**src/rtl/cpu_step_ctrl_pkg.sv**
```systemverilog
// Shared types and limits for the CPU step controller.
// Optional feature macro used by the top level: CPU_STEP_CNT_EN (builds step_cnt).
package cpu_step_ctrl_pkg;

  // Controller state codes; the encoding is visible on the state port.
  typedef enum logic [1:0] {
    IDLE      = 2'b00,
    RUN       = 2'b01,
    STEP_WAIT = 2'b10,
    HALTED    = 2'b11
  } state_t;

  // Legal synchronizer depth range.
  localparam int unsigned SYNC_STAGES_MIN = 2;
  localparam int unsigned SYNC_STAGES_MAX = 4;

endpackage

```
**src/rtl/sync_rise.sv**
```systemverilog
// N-flop synchronizer followed by a rising-edge detector on the synchronized level.
module sync_rise #(
  parameter int unsigned STAGES = 2
) (
  input  logic clkin,
  input  logic clr_n,
  input  logic din,
  output logic rise_c
);

  logic [STAGES-1:0] sync_q;
  logic              prev_q;

  // Shift the asynchronous level in and remember the last synchronized value.
  always_ff @(posedge clkin or negedge clr_n) begin
    if (!clr_n) begin
      sync_q <= '0;
      prev_q <= 1'b0;
    end else begin
      sync_q <= {sync_q[STAGES-2:0], din};
      prev_q <= sync_q[STAGES-1];
    end
  end

  // Flops reset low, so a level already high at reset release yields one edge.
  assign rise_c = sync_q[STAGES-1] & ~prev_q;

endmodule

```
**src/rtl/cpu_step_ctrl.sv**
```systemverilog
// Turns the divided slow clock into single-cycle CPU enables on the clkin domain,
// with free-run, single-step and halt modes.
// Define CPU_STEP_CNT_EN to build the issued-enable counter; otherwise step_cnt is 0.
module cpu_step_ctrl
  import cpu_step_ctrl_pkg::*;
#(
  parameter int unsigned SYNC_STAGES = 2,
  parameter int unsigned CNT_W       = 32
) (
  input  logic             clkin,
  input  logic             clr_n,
  input  logic             slow_clk,
  input  logic             mode_run,
  input  logic             step_btn,
  input  logic             halt,
  output logic             cpu_en,
  output logic [1:0]       state,
  output logic [CNT_W-1:0] step_cnt
);

  if (SYNC_STAGES < SYNC_STAGES_MIN || SYNC_STAGES > SYNC_STAGES_MAX) begin : g_bad_sync
    $error("cpu_step_ctrl: SYNC_STAGES must be within 2..4");
  end

  state_t st_q;
  logic   tick_c;
  logic   req_c;
  logic   pulse_c;

  sync_rise #(.STAGES(SYNC_STAGES)) u_sync_slow (
    .clkin  (clkin),
    .clr_n  (clr_n),
    .din    (slow_clk),
    .rise_c (tick_c)
  );

  sync_rise #(.STAGES(SYNC_STAGES)) u_sync_step (
    .clkin  (clkin),
    .clr_n  (clr_n),
    .din    (step_btn),
    .rise_c (req_c)
  );

  // Decide whether this tick becomes an enable; halt and mode exit take precedence.
  always_comb begin
    pulse_c = 1'b0;
    if (!halt && tick_c) begin
      if (st_q == RUN && mode_run) pulse_c = 1'b1;
      if (st_q == STEP_WAIT)       pulse_c = 1'b1;
    end
  end

  // Mode FSM and registered enable pulse.
  always_ff @(posedge clkin or negedge clr_n) begin
    if (!clr_n) begin
      st_q   <= IDLE;
      cpu_en <= 1'b0;
    end else begin
      cpu_en <= pulse_c;
      case (st_q)
        IDLE: begin
          if (halt)          st_q <= HALTED;
          else if (mode_run) st_q <= RUN;
          else if (req_c)    st_q <= STEP_WAIT;
        end
        RUN: begin
          if (halt)           st_q <= HALTED;
          else if (!mode_run) st_q <= IDLE;
        end
        STEP_WAIT: begin
          if (halt)        st_q <= HALTED;
          else if (tick_c) st_q <= IDLE;
        end
        HALTED: begin
          if (!halt) st_q <= IDLE;
        end
        default: st_q <= IDLE;
      endcase
    end
  end

  assign state = st_q;

`ifdef CPU_STEP_CNT_EN
  logic [CNT_W-1:0] cnt_q;

  // Count issued enables; wraps naturally at the counter width.
  always_ff @(posedge clkin or negedge clr_n) begin
    if (!clr_n) begin
      cnt_q <= '0;
    end else if (pulse_c) begin
      cnt_q <= cnt_q + CNT_W'(1);
    end
  end

  assign step_cnt = cnt_q;
`else
  assign step_cnt = '0;
`endif

endmodule

```
**config.mk**
```make
export PLATFORM = sky130hd
export DESIGN_NAME = cpu_step_ctrl
export DESIGN_NICKNAME = d
export VERILOG_FILES = /design/src/rtl/cpu_step_ctrl_pkg.sv /design/src/rtl/sync_rise.sv /design/src/rtl/cpu_step_ctrl.sv
export SDC_FILE = /design/constraint.sdc
export NUM_CORES = 1
export LEC_CHECK = 0
export CAP_MARGIN = 10
export CELL_PAD_IN_SITES_DETAIL_PLACEMENT = 1
export CELL_PAD_IN_SITES_GLOBAL_PLACEMENT = 1
export CORE_MARGIN = 2
export CORE_UTILIZATION = 23
export DETAILED_ROUTE_END_ITERATION = 8
export GPL_ROUTABILITY_DRIVEN = 1
export PLACE_DENSITY_LB_ADDON = 0.1
export SKIP_LAST_GASP = 1
export SLEW_MARGIN = 20
export SYNTH_ARGS = -nofsm -noshare
export SYNTH_HDL_FRONTEND = slang
export SYNTH_SLANG_ARGS = --single-unit
```
**constraint.sdc**
```tcl
create_clock -name clkin -period 1.37 [get_ports clkin]
set_clock_uncertainty 0.1 [all_clocks]
set_input_delay 0.3425 -clock clkin [delete_from_list [all_inputs] [get_ports clkin]]
set_output_delay 0.3425 -clock clkin [all_outputs]
set_load 0.01 [all_outputs]
```
==> impl_results.md <==
- CTS Sinks: 9
- GP Congestion: roughly 0.70
- Total core area: around 2700 µm²
- Std cell rows: 19
- Critical path endpoint category: output port
- CTS buffer count: 3
- Status: finished with violations
- Layout cells sized above 1: between 20% and 30%
- Initial Util: roughly a quarter
- Most frequent cell after synthesis: buf_4
- I/O Pins: just over 40
- Clk_lat worst skew: around 250 ps
- Final period util: 103%
- Cell taking the most area after synthesis: buf_4
- Setup slack, reg-to-reg: -10 ps
- Pre-CTS setup slack: -273 ps
- Synth unique cells: 17
- Post-synth ARST share: 100%
- Hold_buf cts: 0
- DIE AREA: roughly 3300 µm²
- Layout Cells excl Fill: approximately 110
- Most used flip-flop cell after synthesis: dfrtp_1
- Clk buf depth: 2
- Period minus WS final: ~1400 ps
- Average routed wire per standard cell: slightly above 8 µm
- Multi-input logic area: between 300 and 400 µm²
- Mapped cell area: 651 µm²
- Slowest cell on crit path: dfrtp_1
- Reg area: around 230 µm²
- Dpl cells: 107
- Initial antenna violation count: 0
- Vias in the first global route: ~340
- DRT Wirelength: around 920 µm
- Max cap viols: 0
- CP Data Required Time: between 900 and 1000 ps
- Commonest cells in the netlist: 32 x buf_4, 9 x dfrtp_1, 4 x ha_1, 4 x inv_1
- Slowest cell delay on critical path: 420 ps
- Worst hold path type: reg -> reg
- Clock Pin Slew Worst Setup and Hold Paths: approximately 50 ps
- DRC: 0
- Arr. time, crit path: slightly below 1000 ps
- Top post-synthesis cells by area: buf_4 37%, dfrtp_1 35%, ha_1 7.7%
- Initial DRT Pass Iterations: 4
- Yosys top cell area share: 36.9%
- Nets: 92
- Ant. Diodes: 0
- Total global-route track usage: approximately 5.9%
- Failing checks: setup timing
- FMAX: 0.709 GHz
- Setup CP Type: reg -> out
- Final worst setup slack: -40.5 ps
- Peak VDD IR: 0.728 mV
- CTS tree: built
- Post-synth EDFFs: 0
- Fillers: 337
- First-pass GRT wire length: approximately 1.5 mm
- Dpl hpwl: around 810 µm
- CTS Root Cell: clkbuf_4
- Endpoints failing hold: 0
- Area delta synth->final: 16.3%
- Chip Width: 57.2 µm
- Worst Path Buf+Inv: 1
- Avg Cell Area, Syn: between 10 and 15 µm²
- Sequential area share after synthesis: ~35%
- Cells after Synth: 64
- Pleak: about 0.00039 µW
- CP top delay family: flip-flops
- Via count: 370
- RSZ-0062 raised after global routing: yes
- Worst setup SP type: flop
- Vias/cell: 3.30
- IO buf count: 8
- Flops & latches, synth: 9
- CP Cell Sequence: dlygate4sd2_1
- Syn. warnings: 0
- # H-tree levels: 1
- Pwr dens: between 1500 and 2000 nW/µm²
- Crit Path Max Fanout: 4
- Max Slew Vio Count: 0
- Final Setup Violations: 2
- Remaining antenna violation count after routing: 0
- Chip height: about 57 µm
- Grt total ovfl: 0
- Largest net degree at the start of global routing: 10
- Initial drt markers: 5
repair_timing:
action,in CTS,in global routing
gates resized for setup,11,3
setup buffers,1,0
hold endpoints to repair,0,0
endpoints found under the setup margin,5,5
pin swaps,4,0
final timing paths:
check	from	to	cells after the start
worst max register to register	state[0]	state[1]	6
min in group asynchronous	clr_n	u_sync_slow.sync_q[0]	1
worst max-delay path	state[0]	state[0]	1
worst min register to register	u_sync_step.sync_q[0]	u_sync_step.sync_q[1]	0
worst min-delay path	u_sync_step.sync_q[0]	u_sync_step.sync_q[1]	0
max in group asynchronous	clr_n	state[1]	1
power by group:
group,switching [µW],leakage (µW),internal (µW)
Sequential,43.0,0.000107,311
Combinational,296,0.000265,309
Clock,81.9,0.0000150,112
Total,420,0.000387,732
cell type report:
class,instances,share of cell area [%]
Clock buffer,4,3.47
Inverter,4,1.98
Multi-Input combinational cell,50,43.8
Sequential cell,9,29.9
Tap cell,31,5.12
Timing Repair Buffer,14,15.7
kinds of logic (layout without fill, tap and decap cells):
| logic type | count (synthesis) | count (layout) | synth area share [%] |
|---|---|---|---|
| buffers and inverters | 36 | 22 | 39.2 |
| flip-flops | 9 | 9 | 34.6 |
| AO/OA/AOI/OAI | 8 | 8 | 10.4 |
| AND/OR/NAND/NOR | 6 | 6 | 7.50 |
| adder cells (fa/ha/maj) | 4 | 4 | 7.69 |
| other | 1 | 32 | 0.576 |
metrics by stage:
| step | power [µW] | hold WS, ps | TNS (ps) | instance area (µm²) | utilization [%] |
|---|---|---|---|---|---|
| 3_5_place_dp | 882 | 237 | -650 | 691 | 25.5 |
| 4_1_cts | 1180 | 251 | -115 | 759 | 28.0 |
| 6_report | 1150 | 248 | -46.6 | 757 | 27.9 |
| 5_1_grt | 1260 | 256 | -253 | 757 | 27.9 |
| 2_1_floorplan | 703 | -53.1 | -19.0 | 774 | - |
| 3_3_place_gp | 883 | 234 | -604 | 691 | 25.5 |
placed cells by master, fill, tap and decap left out, drive strengths merged:
cell type and instances:
a21oi 1, a22oi 1, a31oi 2, buf 6
clkbuf 5, clkdlybuf4s15 1, clkdlybuf4s50 5, conb 32
dfrtp 9, dlygate4sd2 1, ha 4, inv 4
nand2 1, nand2b 2, nand3b 1, nor2b 1
nor3 1, o211ai 2, o2bb2ai 2
registers in the layout, indices dropped and copies added, names as in the netlist:
register and count:
u_sync_step.prev_q 1, cpu_en 1, u_sync_step.sync_q 2, state 2, u_sync_slow.prev_q 1, u_sync_slow.sync_q 2
metal layers:
metal / up-vias / share of wire [%] / track usage (%)
met4: 0 / 0 / 3.99
li1: 176 / - / -
met3: 0 / 7.1 / 1.59
met1: 176 / 40 / 7.07
met2: 18 / 53 / 9.36
met5: - / 0 / 0
(Power assumes the default switching activity.)
==> RTL edit 1: new RTL, same settings <==
Add a define of `CPU_STEP_CNT_EN`.
--- a/src/rtl/cpu_step_ctrl.sv
+++ b/src/rtl/cpu_step_ctrl.sv
@@ -1,6 +1,8 @@
 // Turns the divided slow clock into single-cycle CPU enables on the clkin domain,
 // with free-run, single-step and halt modes.
 // Define CPU_STEP_CNT_EN to build the issued-enable counter; otherwise step_cnt is 0.
+`define CPU_STEP_CNT_EN
+
 module cpu_step_ctrl
   import cpu_step_ctrl_pkg::*;
 #(
Function: changed (a bounded check fails within 4 cycles, from zero or initial values).
==> RTL edit 1 against the unedited design <==
  * The flow still finishes with violations (negative setup slack)
  * Sequential cell count grew 32
  * Wire length rose to 6.9 times the old value
  * Total power rose to 3.2 times the old value
  * Design area increased to 4.9 times the old value
  * Count of clock-buffer cells in the layout grew 4
  * Sequential share of layout area down 2.1 points
  * Worst setup slack worse by 0.37 ns
  * Global-route usage grew 8.3 points
  * Synthesized area rose to 2.9 times the old value
  * Critical path type is now flip-flop to flip-flop
  * Largest cell class is now non-clock buffers
  * Highest routed layer is now met4
==> RTL edit 1: results (changes against the unedited design) <==
synth:
  ys_warn_count: 0  # unchanged
  postSynth.topFlopCell: "dfrtp_1"  # unchanged
  synth_nets: 174
  synthDistinctLibCells: 29  # was 17
  synth_sequential_area_ratio_pct: 54.2  # was 34.6%
  synth-async-reset-ratio_pct: 100  # unchanged
  largest_cells_by_area_after_synthesis: "dfrtp_1 (54%), xnor2_1 (13%), nand4_1 (5.6%)"  # was buf_4 (37%), dfrtp_1 (35%), ha_1 (7.7%)
  post_synth_most_frequent_cells: "dfrtp_1 (41), xnor2_1 (28), nand4_1 (17), nand3_1 (13), nand2_1 (12)"  # was buf_4 (32), dfrtp_1 (9), ha_1 (4), inv_1 (4)
placed_design:
  dp_hpwl_mm: 3.73  # was 809 um
  final_wtd_congestion: 0.727  # was 0.701
  place.port_buffers: 40  # was 8
  postPlaceCellArea_um2: 2910  # was 691 um^2
grt:
  globalRouteMet3Util_pct: 3.03  # was 1.59%
  global_route_met2_utilization_pct: 25.1  # was 9.36%
  global_route.usage.total_pct: 14.3  # was 5.94%
  grt.met1_usage_pct: 17.8  # was 7.07%
  grt_first_pass_wirelength_mm: 9.80  # was 1.46 mm
  grt_pass1_vias: 1992  # was 339
  grt_start_max_net_pins: 42  # was 10
  initial_antenna_violation_count: 0  # unchanged
clocking:
  cts-root-buf: "clkbuf_8"  # was clkbuf_4
  cts_max_level: 2  # was 1
  ctsLongestPathBuffers: 2  # unchanged
  clock_latency_ns: 0.29  # was 0.25 ns
  path_clk_slew_ns: 0.08  # was 0.05 ns
  cts_bufs_inserted: 5  # was 3
cells_and_area:
  largest_register_ff_count: 32
  fillers: 925  # was 337
  share_of_post_route_cells_with_drive_strength_above_1_pct: 61.0  # was 25.9%
  num_antenna_cells: 0  # unchanged
  finalNetCount: 318  # was 92
worst_setup_path:
  path_class: "flip-flop to flip-flop"  # was flip-flop to output pin
  path_delay_family: "simple AND/OR/NAND/NOR gates"  # was flip-flops
  worstPathArrival_ns: 1.86  # was 0.97 ns
  regToRegStartpoint: "u_sync_slow.prev_q"  # was state[0]
  reg2regPathDepth: 5  # was 6
  worst-path-max-fanout: 4  # unchanged
  cp_slowest_cell: "or3b_4"  # was dfrtp_1
  crit_path_max_incr_delay_ns: 0.40  # was 0.42 ns
timing:
  setup_viol: 44  # was 2
  tns_ns: -10.59  # was -0.0466 ns
  final_critical_path_setup_slack_ns: -0.412  # was -0.0405 ns
  actual_transition_at_the_worst_max_transition_pin_ns: 0.337
outcome:
  outcome: "finished with violations"  # unchanged
  violations: "negative setup slack"  # unchanged
power:
  ir_worst_vdd_v: 0.000351  # was 0.000728 V
  sw_frac_of_total_pct: 31.4  # was 36.5%
  power_leakage_uw: 0.00179  # was 0.000387 uW
routing:
  totalWireLength_mm: 6.34  # was 918 um
  vias_per_cell: 4.36  # was 3.30
  drt_pre_antenna_iters: 4  # unchanged
  initialDrtViolationCount: 49  # was 5
worst_hold_path:
  hold_path_depth: 0  # unchanged
  min-delay-start: "u_sync_step.sync_q[0]"  # unchanged
  hp-class: "flip-flop to flip-flop"  # unchanged
==> RTL edit 1: changes by cell type after synthesis, moves of 3 or more <==
cell     change
and2_1       +3
and3_1       +7
and4_1       +3
buf_4       -31
dfrtp_1     +32
nand2_1     +11
nand3_1     +13
nand4_1     +17
nor2_1       +7
xnor2_1     +28
xor2_1       +3
==> RTL edit 1: per-layer routing <==
| metal | vias up | wire length (um) |
|---|---|---|
| li1 | 875 | - |
| met1 | 896 | 2750 |
| met2 | 24 | 3350 |
| met3 | 5 | 193 |
| met4 | 0 | 47 |
| met5 | - | 0 |
==> RTL edit 1: layout make-up <==
type	count	share of cell area, %
Clock buffer	8	2.16
Inverter	3	0.304
Multi-Input combinational cell	118	30.6
Sequential cell	41	27.9
Tap cell	105	3.54
Timing Repair Buffer	138	35.5
==> RTL edit 1: per-stage QoR <==
step / utilization (%) / hold WS (ns) / cells / setup WS (ns) / power [uW]
3_3_place_gp: 35.9 / 0.235 / 357 / -0.851 / 2310
3_5_place_dp: 35.9 / 0.238 / 357 / -0.840 / 2360
5_1_grt: 45.8 / 0.275 / 413 / -0.494 / 3850
4_1_cts: 43.4 / 0.256 / 406 / -0.396 / 3540
6_report: 45.8 / 0.252 / 413 / -0.412 / 3630
2_1_floorplan: - / -0.0531 / 163 / -0.344 / 1840
==> RTL edit 1: cell families (layout without fill, tap and decap cells) <==
| group | count (synthesis) | count (layout) | synth area share [%] |
|---|---|---|---|
| fa+ha+maj | 5 | 5 | 3.30 |
| buf+inv | 5 | 149 | 1.19 |
| simple gates | 75 | 76 | 24.5 |
| mux | 1 | 1 | 0.595 |
| compound gates | 5 | 5 | 1.85 |
| flops | 41 | 41 | 54.2 |
| xor+xnor | 31 | 31 | 14.3 |
==> RTL edit 1: what timing repair did <==
item | CTS | global route
cloned | 5 | 0
hold buffers | 1 | 0
endpoints found under the hold margin | 41 | 0
endpoints found under the setup margin | 70 | 62
buffers inserted | 37 | 20
resized for setup | 178 | 62
pin swaps | 28 | 30
==> RTL edit 1: worst paths after layout <==
check	slack (ns)	end
max in group asynchronous	0.48	step_cnt[15]
min in group asynchronous	0.46	u_sync_slow.sync_q[0]
worst max-delay path	-0.41	step_cnt[17]
worst max register to register	-0.41	step_cnt[17]
worst min register to register	0.25	u_sync_step.sync_q[1]
worst min-delay path	0.25	u_sync_step.sync_q[1]
==> RTL edit 1: power groups by stage <==
| stage | logic (uW) | clock network, uW | registers [uW] |
|---|---|---|---|
| final | 1470 | 773 | 1390 |
| after global routing | 1580 | 860 | 1410 |
| after CTS | 1330 | 821 | 1390 |
| after detailed placement | 940 | 0 | 1420 |
| after global placement | 903 | 0 | 1410 |
| after floorplan | 373 | 0 | 1470 |
==> RTL edit 2: new RTL, same flow settings <==
Made on the original files. The output `cpu_en` loses its register stage (`cpu_en` becomes a continuous assignment).
--- a/src/rtl/cpu_step_ctrl.sv
+++ b/src/rtl/cpu_step_ctrl.sv
@@ -54,9 +54,7 @@
   always_ff @(posedge clkin or negedge clr_n) begin
     if (!clr_n) begin
       st_q   <= IDLE;
-      cpu_en <= 1'b0;
     end else begin
-      cpu_en <= pulse_c;
       case (st_q)
         IDLE: begin
           if (halt)          st_q <= HALTED;
@@ -79,6 +77,8 @@
     end
   end
 
+  assign cpu_en = pulse_c;
+
   assign state = st_q;
 
 `ifdef CPU_STEP_CNT_EN
Function: changed (Yosys sat finds a counterexample within 4 cycles, from zero or initial values).
==> RTL edit 2 against the unedited design <==
  * The run still ends with negative setup slack left
  * Design area grew 8.6%
  * Synthesized area shrank 3.8%
  * Wire length grew 12%
  * Total power grew 18%
  * Register-to-register slack lost 0.21 ns
  * Worst setup slack lost 0.22 ns
  * Core utilization grew 4.7 points
  * Clock power shrank 5%
  * Critical path depth grew 4
  * Sequential cell count shrank 1
  * Critical endpoint is now cpu_en
==> RTL edit 2: results (changes against the unedited design) <==
timing:
  setup_viol: 5  # was 2
  final_critical_path_setup_slack_ns: -0.263  # was -0.0405 ns
  tns_ns: -1.08  # was -0.0466 ns
grt:
  grt_first_pass_wirelength_mm: 1.64  # was 1.46 mm
  global_route_met2_utilization_pct: 11.9  # was 9.36%
  grt.met1_usage_pct: 7.18  # was 7.07%
  global_route.usage.total_pct: 6.86  # was 5.94%
  grt_pass1_vias: 375  # was 339
routing:
  totalWireLength_mm: 1.03  # was 918 um
  highest_layer: "met4"  # was met3
  wirelength_met1_um: 371  # was 367 um
  initialDrtViolationCount: 1  # was 5
  routed-wl-met3_um: 84  # was 65 um
  drt_pre_antenna_iters: 2  # was 4
  vias_per_cell: 3.50  # was 3.30
worst_setup_path:
  endpoint: "cpu_en"  # was state[0]
  crit_path_start: "state[1]"  # was state[0]
  reg_to_reg_slack_setup_ns: -0.22  # was -0.01 ns
  worst-path-max-fanout: 3  # was 4
  reg2regPathDepth: 8  # was 6
placed_design:
  dp.cells: 109  # was 107
  detailedPlace.worstSlack_ns: -0.704  # was -0.273 ns
  postPlaceCellArea_um2: 716  # was 691 um^2
  final_wtd_congestion: 0.653  # was 0.701
synth:
  synth_compound_area_share_pct: 10.8  # was 10.4%
  synthesis.area_per_instance_um2: 9.93  # was 10.2 um^2
  synth_fa_ha_area_share_pct: 8.00  # was 7.69%
  synth_sequential_area_ratio_pct: 32.0  # was 34.6%
  post_synth_most_frequent_cells: "buf_4 (32), dfrtp_1 (8), ha_1 (4), inv_1 (4)"  # was buf_4 (32), dfrtp_1 (9), ha_1 (4), inv_1 (4)
power:
  ir_worst_vdd_v: 0.000829  # was 0.000728 V
  clk_pwr_uw: 184  # was 193 uW
  power_leakage_uw: 0.000412  # was 0.000387 uW
clocking:
  cts_setup_buffers: 4  # was 1
outcome:
  violations: "negative setup slack"  # unchanged
  outcome: "finished with violations"  # unchanged
cells_and_area:
  finalNetCount: 98  # was 92
  share_of_post_route_cells_with_drive_strength_above_1_pct: 40.2  # was 25.9%
die:
  coreArea_um2: 2520  # was 2710 um^2
## RTL edit 2: cell count changes after synthesis
cell     delta
dfrtp_1     -1
## RTL edit 2: final cells by class
cell class	count	area, um^2	area share (%)
clock buffer	4	26.3	3.20
inverter	4	17.5	2.13
timing repair buffer	21	188	22.8
tap	30	37.5	4.57
sequential	8	203	24.7
multi-input combinational	50	350	42.6
## RTL edit 2: worst min-delay path by stage
stage	endpoint	cells past startpoint	startpoint	slack (ns)
after floorplan	state[0]	0	clr_n	-0.05
after global placement	u_sync_slow.sync_q[1]	0	u_sync_slow.sync_q[0]	0.23
after detailed placement	u_sync_slow.sync_q[1]	0	u_sync_slow.sync_q[0]	0.24
after CTS	u_sync_slow.sync_q[1]	0	u_sync_slow.sync_q[0]	0.25
after global routing	u_sync_slow.sync_q[1]	0	u_sync_slow.sync_q[0]	0.25
final	u_sync_slow.sync_q[1]	0	u_sync_slow.sync_q[0]	0.24
